`src/rtl/bru_pkg.sv`:
```
// Shared constants for the execute-stage branch resolver.
// Func codes, the BRANCH op class and the BHT counter helpers.
package bru_pkg;

   localparam logic [3:0] OP_BRANCH = 4'b0010;

   localparam logic [3:0] BRU_BT    = 4'd0;
   localparam logic [3:0] BRU_BNEZ  = 4'd1;
   localparam logic [3:0] BRU_BEQZ  = 4'd2;
   localparam logic [3:0] BRU_BF    = 4'd3;
   localparam logic [3:0] BRU_BNE   = 4'd5;
   localparam logic [3:0] BRU_BEQ   = 4'd6;
   localparam logic [3:0] BRU_BLTEZ = 4'd8;
   localparam logic [3:0] BRU_BLT   = 4'd9;
   localparam logic [3:0] BRU_BGTE  = 4'd10;
   localparam logic [3:0] BRU_BGT   = 4'd11;
   localparam logic [3:0] BRU_BLTE  = 4'd12;
   localparam logic [3:0] BRU_BLTZ  = 4'd13;
   localparam logic [3:0] BRU_BGTEZ = 4'd14;
   localparam logic [3:0] BRU_BGTZ  = 4'd15;

   // Weakly not-taken
   localparam logic [1:0] BHT_RST = 2'b01;

   function automatic logic [1:0] bht_next(
      input logic [1:0] ctr,
      input logic       tk
   );
      logic [1:0] nxt;
      nxt = ctr;
      if (tk && ctr != 2'b11)
         nxt = ctr + 2'd1;
      else if (!tk && ctr != 2'b00)
         nxt = ctr - 2'd1;
      return nxt;
   endfunction

endpackage

```
`src/rtl/bru_bht.sv`:
```
// Branch history table: 2-bit saturating counters.
// Lookup is combinational and sees the pre-update value.
module bru_bht
   import bru_pkg::*;
#(
   parameter int DEPTH = 16,
   parameter int IDX_W = $clog2(DEPTH)
) (
   input  logic             clk,
   input  logic             rst_n,
   input  logic [IDX_W-1:0] lkp_idx,
   output logic [1:0]       lkp_ctr,
   input  logic             upd_en,
   input  logic [IDX_W-1:0] upd_idx,
   input  logic             upd_taken
);

   logic [1:0] ctr [DEPTH];

   assign lkp_ctr = ctr[lkp_idx];

   // Reset every counter to weak NT; train one entry per update
   always_ff @(posedge clk or negedge rst_n) begin
      if (!rst_n) begin
         for (int i = 0; i < DEPTH; i++)
            ctr[i] <= BHT_RST;
      end else if (upd_en) begin
         ctr[upd_idx] <= bht_next(ctr[upd_idx], upd_taken);
      end
   end

endmodule

```
`src/rtl/branch_resolve_unit.sv`:
```
// Execute-stage branch resolver with a one-deep output register.
// Define BRU_STATS_EN to add branch / mispredict counters.
module branch_resolve_unit
   import bru_pkg::*;
#(
   parameter int DATA_W    = 32,
   parameter int ADDR_W    = 16,
   parameter int BHT_DEPTH = 16,
   parameter int PC_INC    = 1
) (
   input  logic              clk,
   input  logic              rst_n,
   input  logic              flush,
   input  logic              in_valid,
   output logic              in_ready,
   input  logic [3:0]        opcode,
   input  logic [3:0]        func,
   input  logic [DATA_W-1:0] src_data0,
   input  logic [DATA_W-1:0] src_data1,
   input  logic [ADDR_W-1:0] pc,
   input  logic [ADDR_W-1:0] target,
   input  logic              pred_taken,
   output logic              out_valid,
   input  logic              out_ready,
   output logic              is_branch,
   output logic              taken,
   output logic              mispredict,
   output logic [ADDR_W-1:0] redirect_pc,
   input  logic [ADDR_W-1:0] lkp_pc,
   output logic              lkp_pred
`ifdef BRU_STATS_EN
   ,
   output logic [31:0]       stat_branches,
   output logic [31:0]       stat_mispred
`endif
);

   localparam int IDX_W = $clog2(BHT_DEPTH);

   logic              accept;
   logic              upd_en;
   logic              br_next;
   logic              tk_next;
   logic              mp_next;
   logic [ADDR_W-1:0] rpc_next;
   logic [IDX_W-1:0]  res_idx;
   logic [1:0]        lkp_ctr;
   logic              unused_lkp;

   function automatic logic cond(
      input logic [3:0]               f,
      input logic signed [DATA_W-1:0] a,
      input logic signed [DATA_W-1:0] b
   );
      logic z;
      logic n;
      logic r;
      z = (a == '0);
      n = a[DATA_W-1];
      case (f)
         BRU_BT:    r = 1'b1;
         BRU_BF:    r = 1'b0;
         BRU_BEQ:   r = (a == b);
         BRU_BNE:   r = (a != b);
         BRU_BLT:   r = (a < b);
         BRU_BGTE:  r = (a >= b);
         BRU_BLTE:  r = (a <= b);
         BRU_BGT:   r = (a > b);
         BRU_BEQZ:  r = z;
         BRU_BNEZ:  r = !z;
         BRU_BLTZ:  r = n;
         BRU_BGTEZ: r = !n;
         BRU_BLTEZ: r = n | z;
         BRU_BGTZ:  r = !n & !z;
         default:   r = 1'b0;
      endcase
      return r;
   endfunction

   assign in_ready   = !out_valid | out_ready;
   assign accept     = in_valid & in_ready & !flush;
   assign upd_en     = out_valid & out_ready & is_branch & !flush;
   assign lkp_pred   = lkp_ctr[1];
   assign unused_lkp = ^lkp_pc[ADDR_W-1:IDX_W];

   // Resolve the incoming op ahead of the output register
   always_comb begin
      br_next  = (opcode == OP_BRANCH);
      tk_next  = br_next & cond(func, src_data0, src_data1);
      mp_next  = br_next & (tk_next != pred_taken);
      rpc_next = tk_next ? target : pc + ADDR_W'(PC_INC);
   end

   // Output register: load on accept, drain on handshake, kill on flush
   always_ff @(posedge clk or negedge rst_n) begin
      if (!rst_n) begin
         out_valid   <= 1'b0;
         is_branch   <= 1'b0;
         taken       <= 1'b0;
         mispredict  <= 1'b0;
         redirect_pc <= '0;
         res_idx     <= '0;
      end else if (flush) begin
         out_valid <= 1'b0;
      end else if (accept) begin
         out_valid   <= 1'b1;
         is_branch   <= br_next;
         taken       <= tk_next;
         mispredict  <= mp_next;
         redirect_pc <= rpc_next;
         res_idx     <= pc[IDX_W-1:0];
      end else if (out_ready) begin
         out_valid <= 1'b0;
      end
   end

   bru_bht #(
      .DEPTH (BHT_DEPTH)
   ) u_bht (
      .clk       (clk),
      .rst_n     (rst_n),
      .lkp_idx   (lkp_pc[IDX_W-1:0]),
      .lkp_ctr   (lkp_ctr),
      .upd_en    (upd_en),
      .upd_idx   (res_idx),
      .upd_taken (taken)
   );

`ifdef BRU_STATS_EN
   // Saturating counts of retired branches and their mispredicts
   always_ff @(posedge clk or negedge rst_n) begin
      if (!rst_n) begin
         stat_branches <= '0;
         stat_mispred  <= '0;
      end else if (upd_en) begin
         if (stat_branches != '1)
            stat_branches <= stat_branches + 32'd1;
         if (mispredict && stat_mispred != '1)
            stat_mispred <= stat_mispred + 32'd1;
      end
   end
`endif

endmodule

```
`config.mk`:
```
export PLATFORM = sky130hd
export DESIGN_NAME = branch_resolve_unit
export DESIGN_NICKNAME = d
export VERILOG_FILES = /design/src/rtl/bru_pkg.sv /design/src/rtl/bru_bht.sv /design/src/rtl/branch_resolve_unit.sv
export SDC_FILE = /design/constraint.sdc
export NUM_CORES = 1
export LEC_CHECK = 0
export ABC_AREA = 1
export BUFFER_PORTS_ARGS = -buffer_cell sky130_fd_sc_hd__buf_2
export CORE_UTILIZATION = 45
export CTS_BUF_LIST = sky130_fd_sc_hd__clkbuf_4 sky130_fd_sc_hd__clkbuf_8 sky130_fd_sc_hd__clkbuf_16
export DETAILED_ROUTE_END_ITERATION = 16
export PLACE_DENSITY = 0.79
export SYNTH_ARGS = -nofsm -noshare
export SYNTH_HDL_FRONTEND = slang
export SYNTH_SLANG_ARGS = --single-unit
```
`constraint.sdc`:
```
create_clock -name clk -period 2.4 [get_ports clk]
set_input_delay 0.12 -clock clk [delete_from_list [all_inputs] [get_ports clk]]
set_output_delay 0.12 -clock clk [all_outputs]
set_load 0.02 [all_outputs]
```
Word level (Yosys, flattened, before mapping)
Cells that the tools add are included.

cells by class
  multiplexer cells = 17
  eq/ne operators = 17
  bitwise operators = 13
  reduce and logical (&&, ||, !) cells = 13
  magnitude comparators = 7
  $add $sub $neg = 3

operators by type and width
  kind                                                                    number
  32-bit bitwise mux                                                      1
  32-bit equality test                                                    1
  4-bit equality test (second input constant)                             8
  32-bit >= comparator                                                    1
  32-bit > comparator                                                     1
  32-bit <= comparator                                                    1
  32-bit logical NOT                                                      1
  32-bit < comparator                                                     1
  32-bit inequality test                                                  1
  16-bit by 1-bit adder with 16-bit output (second input constant)        1
  2-bit binary-select mux with 4-bit select                               2
  16-bit two-way mux                                                      1
  2-bit two-way mux                                                       8
  1-bit case mux with 13 select lines                                     1
  5-bit >= comparator (second input constant)                             2
  4-bit NOT with 5-bit output                                             2
  1-bit bitwise AND                                                       8
  2-bit demux with 4-bit select                                           1
  4-bit by 2-bit equality test with 1-bit output (second input constant)  2
  4-bit by 3-bit equality test with 1-bit output (second input constant)  2
  1-bit logical NOT                                                       5
  5-bit by 1-bit < comparator with 1-bit output (second input constant)   1
  4-bit by 1-bit equality test with 1-bit output (second input constant)  1
  4-bit logical NOT                                                       1
  11 further kinds                                                        16

word-level totals
  output and inout port bits = 22
  register bits after elaboration = 56
  logic and storage cells = 92
  bits of input ports = 126

Depth between registers and ports, before layout
  depth after elaboration = 10
  gate-level depth with buffers = 23

By module
A second synthesis with hierarchy kept.

unflattened totals
  cells, all modules = 758
  area, all modules = 4805.9 um2

modules (own cells, without submodules)
  module               cells an instance  sequential area each (um2)  area each (um2)  instances
  branch_resolve_unit  417                600.6                       2638.8           1
  bru_bht              341                820.8                       2167.1           1

Worst setup path after synthesis
OpenSTA, ideal clock, no wires.

  kind = register to register
  start = register res_idx[1]
  end = register u_bht.ctr[16] (netlist bit)
  data required time = 2.315 ns
  setup time = 0.085 ns
  cell stages (with the launch flop) = 14
  setup slack = 0.080 ns
  data arrival time = 2.235 ns
  cells stage by stage = dfrtp_1 buf_2 nor2_1 a22oi_1 nand3_1 nand2_1 nand4_1 inv_1 ha_1 nor2_1 nor2_1 xor2_1 clkbuf_2 o21ai_0

on the way
  cells in the longest elaborated chain, start to end = 10

ends and longest elaborated chain
  item                                                                                                 RTL line                    RTL
  from (decl)                                                                                          branch_resolve_unit.sv:46   logic [IDX_W-1:0] res_idx;
  from (signal assigned)                                                                               branch_resolve_unit.sv:111  res_idx <= pc[IDX_W-1:0];
  4-bit NOT with 5-bit output (not written as such) *                                                  bru_bht.sv:28               ctr[upd_idx] <= bht_next(ctr[upd_idx], upd_taken);
  parallel branches: the longest is 8 deep, another holds 2-bit by 1-bit subtractor with 2-bit output  n/a
  32-bit bitwise mux *                                                                                 bru_bht.sv:28
  to (signal, indexed assignment)                                                                      bru_bht.sv:28
  to (decl)                                                                                            bru_bht.sv:18               logic [1:0] ctr [DEPTH];

Mark *: on every way between the ends. The select of a mux whose other input is x is not followed.
A chain may end at the register's enable or synchronous reset.

Worst setup path after layout
  start = register res_idx[0]
  end = register u_bht.ctr[12] (netlist bit)

The elaborated chain is that of the path after synthesis.

==> results_dict.tcl <==
set metrics [dict create \
    synth_compound_area_share_pct 12.0 \
    synth.yosys.seq_area_share_pct 32.7 \
    drv_slew 0 \
    synth_top_area_share_pct 23.0 \
    port_buffers 135 \
    clk_pin_slew_worst_paths_ns 0.10 \
    synth.area.top_cells "dfrtp_1, nand2_1, ha_1" \
    peakVddDrop_uv 242 \
    clockBufferDepth 2 \
    grt_first_pass_wirelength_um 19900 \
    ys_ff_latch 56 \
    core_mm2 0.00928 \
    synth-edff-count 0 \
    drc 0 \
    outcome "completed" \
    finalInstanceArea_mm2 0.00551 \
    drt-vias-per-instance 5.03 \
    layout-drive-gt1-share_pct 25.8 \
    crit_type "flip-flop to flip-flop" \
    fmax_mhz 424 \
    cp-end-kind "flip-flop" \
    relSlewSlack_pct 52.9 \
    crit_arrival_ns 2.58 \
    fin_hold_ws_ns 0.0647 \
    firstDrtPassIters 5 \
    drt_iter0_drc 258 \
    fp-row-count 35 \
    grt_overflow 0 \
    drtAntennaViolNets 0 \
    wirelength_um 11700 \
    synth_top_family_by_area "simple AND/OR/NAND/NOR gates" \
    grt_pass1_vias 4597 \
    htree_levels 2 \
    drv_cap 0 \
    setup_tns_ns 0 \
    finalClockSkew_ns 0.00350 \
    leakagePower_nw 2.94 \
    clock-sinks 56 \
    netlist_area_mm2 0.00435 \
    synthAdderAreaFrac_pct 10.1 \
    synthArstFlopShare_pct 100 \
    power.density_mw_per_mm2 414 \
    area_growth_syn_to_layout_pct 26.7 \
    root_buffer "clkbuf_8" \
    num-nets-final 959 \
    num_antenna_cells 0 \
    die_area_mm2 0.0101 \
    total_power_w 0.00228 \
    grtUsageTotal_pct 24.3 \
    finalCritPeriodShare_pct 98.3 \
    yosys.area_share.simple_pct 32.2 \
    routabilityCongestion 1.01 \
    grt_max_degree 57 \
    die_h_um 100 \
    initial_utilization_pct 46.8 \
    num-fill-cells 909 \
    placed_area_mm2 0.00532 \
    vias 4665 \
    worstMarginPinSlew_ns 0.706 \
    yosysWarningCount 0 \
    synthMuxAreaShare_pct 0 \
    syn_nets 803 \
    wl_per_cell_um 12.6 \
    place_hpwl_um 9370 \
    synth_cell_type_count 37 \
    worstSkewPairLatency_ns 0.31 \
    cts_made_buffers 5 \
    layout_min_cycle_time_ns 2.36 \
    synth.avg_cell_area_um2 6.77 \
    min-delay-path-class "input pin to flip-flop" \
    synth_flop_cell "dfrtp_1" \
    startpoint_type "flip-flop" \
    synth_area_leader_cell "dfrtp_1" \
    cts_tree "built" \
    setup_viol 0 \
    synth_most_common_cell "nand2_1" \
    antenna_found_initial 0 \
    path_max_fanout 16 \
    critical_path_required_ns 2.62 \
    synth_common_cells "nand2_1, inv_1, nand3_1, o21ai_0, nor2_1" \
    ios 148 \
    synth_xor_area_share_pct 3.02 \
    hold_violations 0 \
    rsz0062_at_grt "yes" \
    die_w_um 100 \
    synthCells 642 \
]
[cell type report]
| type | instances | area (um2) | share of cell area, % |
|---|---|---|---|
| multi-input cells | 476 | 2550 | 46.4 |
| well taps | 129 | 161 | 2.93 |
| repair buffers | 163 | 920 | 16.7 |
| clock buffers | 7 | 83.8 | 1.52 |
| flip-flops and latches | 56 | 1420 | 25.8 |
| clock inverters | 1 | 5.00 | 0.0908 |
| inverters | 96 | 360 | 6.54 |
[cell families after synthesis]
kind of cell,Yosys count
compound gates,98
xor+xnor,15
fa+ha+maj,35
buf+inv,110
flops,56
simple gates,328
[layout by cell type (no fill, tap or decap), drive strengths merged, types with 2 or more instances in the layout]
master         n
nand2        190
buf          161
inv           96
nand3         63
o21ai         62
nor2          57
dfrtp         40
ha            35
a21oi         25
dfstp         16
nand4          9
xor2           8
xnor2          7
clkbuf         7
a22oi          4
nor3           4
o21a           2
nor3b          2
dlygate4sd3    2
[critical path: stages, from the launching register on]
cell and delay, ns:
dfrtp_2 0.46, inv_2 0.09, buf_4 0.16, nand2_1 0.10, o21ai_0 0.21, o21ai_1 0.09, nand2_1 0.13, nor2_4 0.06
inv_1 0.05, ha_1 0.15, nor2_2 0.05, nor2_1 0.26, xor2_4 0.12, buf_12 0.16, o21ai_0 0.19
[power breakdown]
part / internal [W] / switching [W]
clock: 0.000229 / 0.000296
sequential: 0.00100 / 0.0000435
combinational: 0.000288 / 0.000425
total: 0.00152 / 0.000764
[layer usage]
layer / track usage [%] / vias up / share of wire [%]
li1: - / 2370 / -
met1: 31.6 / 2108 / 44
met2: 41.3 / 153 / 48
met3: 3.90 / 34 / 5.3
met4: 7.58 / 0 / 2.7
met5: 0 / - / 0
[registers in the layout, summed over array words and instances, names as in the netlist]
register,cells
is_branch,1
mispredict,1
out_valid,1
redirect_pc,16
res_idx,4
taken,1
u_bht.ctr,32
[final timing paths]
check	slack [ns]	from	cells after the start	to
worst max-delay path	0.04	res_idx[0]$_DFFE_PN0P_	14	u_bht.ctr[12]$_DFFE_PN1P_
min in group asynchronous	0.47	rst_n	3	u_bht.ctr[5]$_DFFE_PN0P_
max in group asynchronous	1.43	rst_n	3	res_idx[0]$_DFFE_PN0P_
worst min-delay path	0.06	pc[1]	3	res_idx[1]$_DFFE_PN0P_
worst min register to register	0.49	redirect_pc[12]$_DFFE_PN0P_	2	redirect_pc[12]$_DFFE_PN0P_
worst max register to register	0.04	res_idx[0]$_DFFE_PN0P_	14	u_bht.ctr[12]$_DFFE_PN1P_
[timing repair]
action | in CTS | in global routing
endpoints found under the hold margin | 41 | 0
setup buffers | 1 | 1
pin swaps | 1 | 3
resized for setup | 5 | 32
hold buffers | 2 | 0
setup endpoints to repair | 32 | 32
[through the flow]
stage	util, %	instances	setup WS (ns)
2_1_floorplan	-	642	0.0802
3_5_place_dp	57.3	916	-0.546
3_3_place_gp	57.3	916	-0.278
5_1_grt	59.3	928	-0.0932
6_report	59.3	928	0.0408
4_1_cts	58.9	927	0.0108
Note: power is estimated with default switching activity, not from simulation.
